File: src/rtl/fetch_queue.sv
// fetch_queue: 2-wide in / 2-wide out circular instruction queue between fetch and decode (option macro FETCHQ_BYPASS_EN).
// Latency: a bundle enqueued in cycle N is presented at deq_* in cycle N+1; with FETCHQ_BYPASS_EN an empty queue forwards in the same cycle.
// Backpressure: enq_ready drops when fewer than 2 slots are free; dec_ready stalls dequeue; prmiss flushes everything.
`timescale 1ns/1ps

`ifndef ADDR_LEN
`define ADDR_LEN 32
`endif
`ifndef INSN_LEN
`define INSN_LEN 32
`endif

module fetch_queue #(
    parameter int QUEUE_DEPTH = 8
) (
    input  logic                 clk,
    input  logic                 reset,
    input  logic                 enq_valid,
    input  logic [`ADDR_LEN-1:0] enq_pc,
    input  logic [`INSN_LEN-1:0] enq_inst1,
    input  logic [`INSN_LEN-1:0] enq_inst2,
    input  logic                 enq_invalid2,
    output logic                 enq_ready,
    input  logic                 prmiss,
    input  logic                 dec_ready,
    output logic                 deq_valid1,
    output logic                 deq_valid2,
    output logic [`INSN_LEN-1:0] deq_inst1,
    output logic [`INSN_LEN-1:0] deq_inst2,
    output logic [`ADDR_LEN-1:0] deq_pc1,
    output logic [`ADDR_LEN-1:0] deq_pc2
);

    localparam int PTR_W = $clog2(QUEUE_DEPTH);
    localparam int CNT_W = PTR_W + 1;
    localparam logic [CNT_W-1:0] ENQ_LIMIT = CNT_W'(QUEUE_DEPTH - 2);

    logic [`INSN_LEN-1:0] inst_mem [QUEUE_DEPTH];
    logic [`ADDR_LEN-1:0] pc_mem   [QUEUE_DEPTH];

    logic [PTR_W-1:0] head, tail, head_p1, tail_p1;
    logic [CNT_W-1:0] count, enq_n, deq_n;
    logic             q_vld1, q_vld2;
    logic             enq_fire, wr_en, deq_fire;
    logic [`ADDR_LEN-1:0] enq_pc2;

    assign head_p1   = head + PTR_W'(1);
    assign tail_p1   = tail + PTR_W'(1);
    assign enq_pc2   = enq_pc + `ADDR_LEN'(4);
    assign q_vld1    = (count != '0);
    assign q_vld2    = (count >= CNT_W'(2));

    // Readiness looks only at the current occupancy; a same-cycle dequeue is not credited.
    assign enq_ready = (count <= ENQ_LIMIT);
    assign enq_fire  = enq_valid && enq_ready && !prmiss;

`ifdef FETCHQ_BYPASS_EN
    logic byp_act, byp_take;

    assign byp_act  = (count == '0) && enq_valid && !prmiss;
    assign byp_take = byp_act && dec_ready;

    always_comb begin
        deq_valid1 = q_vld1 && !prmiss;
        deq_valid2 = q_vld2 && !prmiss;
        deq_inst1  = inst_mem[head];
        deq_inst2  = inst_mem[head_p1];
        deq_pc1    = pc_mem[head];
        deq_pc2    = pc_mem[head_p1];
        if (byp_act) begin
            deq_valid1 = 1'b1;
            deq_valid2 = !enq_invalid2;
            deq_inst1  = enq_inst1;
            deq_inst2  = enq_inst2;
            deq_pc1    = enq_pc;
            deq_pc2    = enq_pc2;
        end
    end

    // A bundle taken straight by decode never touches storage.
    assign wr_en    = enq_fire && !byp_take;
    assign deq_fire = dec_ready && q_vld1 && !prmiss;
`else
    assign deq_valid1 = q_vld1 && !prmiss;
    assign deq_valid2 = q_vld2 && !prmiss;
    assign deq_inst1  = inst_mem[head];
    assign deq_inst2  = inst_mem[head_p1];
    assign deq_pc1    = pc_mem[head];
    assign deq_pc2    = pc_mem[head_p1];

    assign wr_en    = enq_fire;
    assign deq_fire = dec_ready && deq_valid1;
`endif

    always_comb begin
        enq_n = '0;
        deq_n = '0;
        if (wr_en)
            enq_n = enq_invalid2 ? CNT_W'(1) : CNT_W'(2);
        if (deq_fire)
            deq_n = q_vld2 ? CNT_W'(2) : CNT_W'(1);
    end

    // Storage is deliberately not reset; only pointers and count define validity.
    always_ff @(posedge clk) begin
        if (wr_en) begin
            inst_mem[tail] <= enq_inst1;
            pc_mem[tail]   <= enq_pc;
            if (!enq_invalid2) begin
                inst_mem[tail_p1] <= enq_inst2;
                pc_mem[tail_p1]   <= enq_pc2;
            end
        end
    end

    always_ff @(posedge clk or negedge reset) begin
        if (!reset) begin
            head  <= '0;
            tail  <= '0;
            count <= '0;
        end else if (prmiss) begin
            head  <= '0;
            tail  <= '0;
            count <= '0;
        end else begin
            head  <= head + deq_n[PTR_W-1:0];
            tail  <= tail + enq_n[PTR_W-1:0];
            count <= count + enq_n - deq_n;
        end
    end

endmodule

File: config.mk
export PLATFORM = sky130hd
export DESIGN_NAME = fetch_queue
export DESIGN_NICKNAME = d
export VERILOG_FILES = /design/src/rtl/fetch_queue.sv
export SDC_FILE = /design/constraint.sdc
export NUM_CORES = 1
export LEC_CHECK = 0
export ABC_AREA = 1
export BUFFER_PORTS_ARGS = -buffer_cell sky130_fd_sc_hd__buf_2
export CAP_MARGIN = 20
export CELL_PAD_IN_SITES_DETAIL_PLACEMENT = 1
export CELL_PAD_IN_SITES_GLOBAL_PLACEMENT = 1
export CORE_ASPECT_RATIO = 0.75
export CORE_MARGIN = 5
export CORE_UTILIZATION = 40
export DETAILED_ROUTE_END_ITERATION = 6
export PLACE_DENSITY_LB_ADDON = 0.15
export RECOVER_POWER = 100
export SETUP_SLACK_MARGIN = 0.02
export SLEW_MARGIN = 10
export SYNTH_ARGS = -nofsm -noshare
export SYNTH_HDL_FRONTEND = slang
export SYNTH_SLANG_ARGS = --single-unit
File: constraint.sdc
create_clock -name clk -period 6.7 [get_ports clk]
set_clock_uncertainty 0.15 [all_clocks]
set_input_delay 0.67 -clock clk [delete_from_list [all_inputs] [get_ports clk]]
set_output_delay 0.67 -clock clk [all_outputs]
set_load 0.01 [all_outputs]
Yosys cells after proc, flatten, opt, wreduce, memory -nomap -nowiden:

Memory sizes are Yosys's and may differ from the RTL's.
Index checks and enable logic that the tools add are counted.

* flip-flop bits (word level): 10
* memory bits (writable): 512
* input bits: 102
* output and inout port bits: 131
* word-level logic and storage cells: 33
* memories kept: 2

Memory list
* inst_mem: words 8, bits a word 32, rd ports 2, clocked after Yosys merged registers in 0, write ports 2, line 38 `` logic [`INSN_LEN-1:0] inst_mem [QUEUE_DEPTH]; ``
* pc_mem: words 8, bits a word 32, rd ports 2, clocked after Yosys merged registers in 0, write ports 2, line 39 `` logic [`ADDR_LEN-1:0] pc_mem [QUEUE_DEPTH]; ``

* add/subtract/negate cells: 7
* $lt $le $gt $ge: 2
* mux-type cells: 12
* reductions and logical operators: 7

Operator list (number)
* 32-bit by 3-bit adder with 32-bit output (second input constant): 1
* 2-bit two-way mux: 4
* 3-bit by 1-bit adder with 3-bit output (second input constant): 2
* 3-bit two-way mux: 2
* 1-bit logical AND: 5
* 1-bit two-way mux: 5
* 4-bit by 2-bit adder with 4-bit output: 1
* 4-bit by 2-bit greater-or-equal comparator with 1-bit output (second input constant): 1
* 4-bit by 3-bit less-or-equal comparator with 1-bit output (second input constant): 1
* 4-bit two-way mux: 1
* 4-bit nonzero test: 1
* 4-bit subtractor: 1
* 3-bit by 2-bit adder with 3-bit output: 1
* 3-bit adder: 1
* 1-bit zero test: 1

Logic depth before layout (Yosys ltp):

Gate-level depths: netlist of run 1.

* depth in word-level cells: 7
* mapped depth: 13
* gate-level depth less buffers: 13

Worst setup path before layout of run 1:

OpenSTA, ideal clock, no wires.

* kind: input -> register
* start: input enq_valid
* end: memory inst_mem[2][0] in the netlist's numbering, enable pin
* arrival time: 5.803 ns
* required time: 5.969 ns
* setup slack: 0.166 ns
* stages on the path: 4
* cell sequence: inv_1 > nor2_1 > nand3_1 > o31ai_1

RTL lines
* from (decl): line 18 `input logic enq_valid,`
* to (decl): line 38

==> impl_metrics.yaml, run 1 <==
worst_setup_path:
  critPathTopFamily: "buffers and inverters"
  crit_arrival_ps: 5920
  r2r_end: "inst_mem[6][24]"
  critPathKind: "flop to flop"
  slowest_stage: "nand2_2"
  critical_path_required_ps: 6810
  worst_setup_path_end_kind: "flop"
  reg2reg_depth: 9
  crit_chain: "inv_1, ha_1, nand3_1, nand4_1, clkinv_1, nand2_1, clkbuf_1, nand2_2, clkbuf_2"
  worst-r2r-setup-slack_ps: 880
  crit_buf_inv: 4
  slowest_delay_ps: 1310
  reg2reg_from: "count[3]"
  worstPathMaxFanout: 35
  cp-start-kind: "flop"
detailed_routing:
  vias: 29400
  drt-vias-per-instance: 5.68
  drt_wl_total_mm: 119
  antenna_left: 0
  routedWlPerCell_um: 23.0
  first_pass_iters: 5
  drtIter0Drc: 2531
  post-route-drc-count: 0
clock_tree:
  cts_setup_buffers: 0
  cts-resized-gates: 0
  cts_tree: "done"
  clock_sinks: 522
  cts_hold_repair.buffers: 1
  clock-root-buffer: "clkbuf_16"
  cts.path.max_buffers: 3
  cts-htree-levels: 2
  clk_pin_slew_ps: 60
  cts_made_buffers: 58
  clk_latency_ps: 630
finish:
  drive_above_1_share: 0.0657
  fin_util: 0.441
  final_nets: 4193
  fin_cells: 5172
  fin_area_sq_um: 34800
  syn2layout_area_growth_pct: 9.21
synth:
  netlist_instances: 4086
  synth-warning-count: 0
  ys_ff_latch: 522
  ys_seq_area_frac: 0.491
  synth_fa_ha_area_frac: 0.00684
  syn_avg_cell_area_sq_um: 7.79
  synth_mux_area_frac: 0
  synth_simple_gate_area_share: 0.191
  syn_nets: 4203
  synth_xor_area_frac: 0.00676
  synth_compound_area_frac: 0.223
  netlist_area_sq_um: 31800
  yosysUniqueCellTypes: 34
  synth_top_family_by_area: "compound AO/OA/AOI/OAI gates"
hold_path:
  min_delay_path_depth: 2
  worstHoldStart: "prmiss"
  holdPathEnd: "count[0]"
  hp-class: "input port to flop"
sta:
  max_freq_ghz: 0.172
  finalHoldViolCount: 0
  period_needed_ps: 5820
  setup_viol: 0
  max-slew-margin-rel: -1.57
  fin_crit_sh: 0.868
  slew_viol_final: 1207
  worstMarginPinSlew_ps: 3860
  rsz0062_at_grt: "no"
  setup-tns-final_ps: 0
grt:
  grt_pass1_vias: 28900
  gr-total-overflow: 0
  grt_pass1_wl_mm: 177
  antenna_found_initial: 7
  grt_usage: 0.270
  grt_max_degree: 193
place:
  dp_hpwl_mm: 71.3
  numPortBuffers: 232
  placedCellCount: 5059
  dpl_cell_area_sq_um: 33200
  gp_congestion: 0.823
power_and_ir_drop:
  ir_drop_uv: 223
  leakagePower_nw: 12.6
  power_density_nw_per_um2: 266
run_status:
  status: "complete, but fails checks"
  violations: "capacitance limit, slew limit"
die:
  io_pins: 233
  die_w_um: 336
  initial_utilization: 0.404
  core_sq_um: 78800
  row_count: 89
  dieArea_sq_um: 85400
  die_h_um: 254
run:
  cap_viol_max_count: 30
-- report_power, final --
| part | switching [W] | internal (W) |
|---|---|---|
| Combinational | 0.00153 | 0.000655 |
| Sequential | 0.0000729 | 0.00373 |
| Clock | 0.00140 | 0.00187 |
| Total | 0.00300 | 0.00625 |
-- metrics by stage --
step | hold WS [ps] | power [W] | setup WS (ps)
2_1_floorplan | 224 | 0.00520 | 166
3_3_place_gp | 422 | 0.00606 | 1990
3_5_place_dp | 417 | 0.00610 | 1870
4_1_cts | 145 | 0.00935 | 1510
5_1_grt | 237 | 0.00966 | 666
6_report | 233 | 0.00925 | 881
-- synthesized netlist by cell type (all sizes together) --
| cell type | number | area [sq um] |
|---|---|---|
| a21o | 1 | 7.51 |
| a21oi | 260 | 1300 |
| and2 | 3 | 18.8 |
| buf | 208 | 1190 |
| clkbuf | 147 | 552 |
| clkinv | 2 | 7.51 |
| dfrtp | 10 | 250 |
| edfxtp | 512 | 15400 |
| fa | 4 | 80.1 |
| ha | 11 | 138 |
| inv | 226 | 848 |
| nand2 | 1050 | 3940 |
| nand3 | 120 | 606 |
| nand3b | 4 | 30.0 |
| nand4 | 1 | 12.5 |
| nor2 | 382 | 1460 |
| nor3 | 2 | 10.0 |
| nor4 | 1 | 6.26 |
| o21a | 64 | 480 |
| o21ai | 1050 | 5260 |
| o21bai | 2 | 15.0 |
| o31ai | 4 | 30.0 |
| xnor2 | 3 | 26.3 |
| xor2 | 19 | 189 |
-- metal layers --
| layer | up-vias | track usage | part of all wire | routed length [um] |
|---|---|---|---|---|
| met3 | 156 | 0.0489 | 0.073 | 8700 |
| met4 | 6 | 0.0645 | 0.021 | 2510 |
| met5 | - | 0 | 0.00029 | 34 |
| met1 | 14500 | 0.382 | 0.46 | 54300 |
| li1 | 13800 | - | - | - |
| met2 | 960 | 0.433 | 0.45 | 53500 |
-- registers in the layout, summed over array words and instances (netlist names) --
name      cells
count         4
head          3
inst_mem    256
pc_mem      256
tail          3
-- area by class of cell --
class	instances	area, sq um
flip-flops and latches	522	15600
diodes	4	10.0
inverters	228	866
clock buffers	69	1510
well taps	1046	1310
repair buffers	285	1420
fillers	9698	44100
clock inverters	37	354
multi-input cells	2981	13700
-- worst max path at each step --
stage	start	end	cells past startpoint
6_report	count[3]	inst_mem[6][24]	9
3_3_place_gp	prmiss	inst_mem[1][19]	7
3_5_place_dp	prmiss	inst_mem[1][17]	7
4_1_cts	head[1]	deq_pc2[2]	8
5_1_grt	count[3]	inst_mem[6][24]	9
2_1_floorplan	enq_valid	inst_mem[2][0]	4
-- logic make-up (layout without fill, tap and decap cells) --
| group | count (synthesis) | after routing |
|---|---|---|
| simple gates | 1563 | 1563 |
| compound gates | 1381 | 1381 |
| buf+inv | 583 | 619 |
| flops | 522 | 522 |
| xor+xnor | 22 | 22 |
| fa+ha+maj | 15 | 15 |
| other cells | 0 | 4 |
-- cell usage in the layout (no fill, tap or decap), types with 6 or more instances in the layout --
cell type  instances
a21oi_1          260
buf_12             6
buf_2            134
buf_4             16
bufinv_16          7
clkbuf_1         125
clkbuf_16         58
clkbuf_2          12
clkinv_1          19
clkinv_2          13
dfrtp_1            8
edfxtp_1         512
ha_1              10
inv_1            222
nand2_1         1048
nand3_1          119
nor2_1           373
nor2_4             6
o21a_1            64
o21ai_0         1004
o21ai_1           46
xor2_1            15
Note: power is estimated with default switching activity, not from simulation.
==> run 2, diff against run 1 <==
CORE_UTILIZATION = 41   (was 40)
==> impl_metrics.yaml, run 2 (same netlist as run 1, synthesis figures left out) <==
run_status:
  status: "complete, but fails checks"
  violations: "capacitance limit, slew limit"
sta:
  setup_viol: 0
  worstMarginPinSlew_ps: 3640
  rsz0062_at_grt: "no"
  slew_viol_final: 885
  max-slew-margin-rel: -1.43
  fin_crit_sh: 0.855
  period_needed_ps: 5730
  setup-tns-final_ps: 0
  finalHoldViolCount: 0
  max_freq_ghz: 0.175
detailed_routing:
  antenna_left: 0
  drtIter0Drc: 2718
  drt_wl_total_mm: 120
  wl_met3_mm: 8.62
  wl_met2_mm: 53.6
  topRoutingLayerUsed: "met5"
  met1_length_mm: 55.4
  first_pass_iters: 5
  post-route-drc-count: 0
  drt-vias-per-instance: 5.76
  routedWlPerCell_um: 23.3
  vias: 29700
worst_setup_path:
  crit_arrival_ps: 4910
  worst_setup_path_end_kind: "output port"
  critPathKind: "flop to output port"
  cp-start-kind: "flop"
  reg2reg_from: "count[3]"
  cp-startpoint: "head[0]"
  critical_path_required_ps: 5880
  worstPathMaxFanout: 55
die:
  io_pins: 233
  core_sq_um: 77000
  die_w_um: 332
  initial_utilization: 0.414
  die_h_um: 251
  dieArea_sq_um: 83400
  row_count: 88
finish:
  final_nets: 4195
  layout_common_cells: "1049 x nand2_1, 991 x o21ai_0, 512 x edfxtp_1, 374 x nor2_1, 260 x a21oi_1"
  register_area_sq_um: 15600
  multi_input_area_sq_um: 13600
  fin_cells: 5157
  syn2layout_area_growth_pct: 8.91
  fin_util: 0.450
  largestRegisters: "inst_mem: 256 flops, pc_mem: 256 flops, count: 4 flops"
  fillers: 9444
  drive_above_1_share: 0.0604
  mostFrequentLayoutCell: "nand2_1"
place:
  gp_congestion: 0.803
  placedCellCount: 5050
  dp_hpwl_mm: 70.2
  numPortBuffers: 232
clock_tree:
  cts_made_buffers: 58
  cts-htree-levels: 2
  clk_latency_ps: 630
  cts_tree: "done"
  clock_sinks: 522
  cts.path.max_buffers: 3
  cts_setup_buffers: 0
  clock-root-buffer: "clkbuf_16"
  clk_pin_slew_ps: 60
power_and_ir_drop:
  power_density_nw_per_um2: 262
  leakagePower_nw: 12.5
  ir_drop_uv: 200
  power.total_w: 0.00908
hold_path:
  hp-class: "input port to flop"
  worstHoldStart: "prmiss"
grt:
  antenna_found_initial: 5
  grt_max_degree: 196
  grt_pass1_wl_mm: 180
  grt_pass1_vias: 29200
  grt_usage: 0.277
  gr-total-overflow: 0
run:
  cap_viol_max_count: 28
-- run 2: power breakdown --
group / total [W] / switching [W] / internal, W
Sequential: 0.00378 / 0.0000501 / 0.00373
Combinational: 0.00221 / 0.00156 / 0.000657
Clock: 0.00308 / 0.00137 / 0.00172
Total: 0.00908 / 0.00297 / 0.00611
-- run 2: worst paths after layout --
check,endpoint,slack [ps],depth (start not counted)
max in group asynchronous,head[2],5470,2
worst max register to register,inst_mem[4][11],1080,8
min in group asynchronous,count[1],430,2
worst min register to register,count[0],480,3
worst min-delay path,count[0],240,2
worst max-delay path,deq_pc2[31],970,8
-- run 2: metal layers --
layer / global-route usage / vias up
met4: 0.0611 / 6
met1: 0.406 / 14700
met3: 0.0341 / 158
met2: 0.443 / 1026
met5: 0 / -
li1: - / 13800
-- run 2: through the flow --
| step | setup WS [ps] | hold slack, ps | instance area [sq um] |
|---|---|---|---|
| floorplan | 166 | 224 | 31800 |
| global placement | 2380 | 406 | 33200 |
| detailed placement | 2270 | 417 | 33300 |
| CTS | 1900 | 163 | 35000 |
| global route | 859 | 246 | 34700 |
| finish | 973 | 240 | 34700 |
-- run 2: repair_timing --
item,in CTS,in global routing
gates resized for setup,0,0
hold endpoints to repair,10,0
hold buffers,1,0
-- run 2: area by class of cell --
type | instances | area share
flip-flops and latches | 522 | 0.451
multi-input cells | 2981 | 0.393
clock buffers | 76 | 0.0444
repair buffers | 287 | 0.0429
well taps | 1035 | 0.0374
inverters | 228 | 0.0250
clock inverters | 26 | 0.00581
diodes | 2 | 0.000144
-- run 2: critical path: stages (launching register included) --
cell      delay, ps
dfrtp_1         640
ha_1           1490
inv_4           810
clkbuf_1        550
nor2_1          210
o21ai_0         110
nand3_1         120
o21a_1          150
clkbuf_1        170
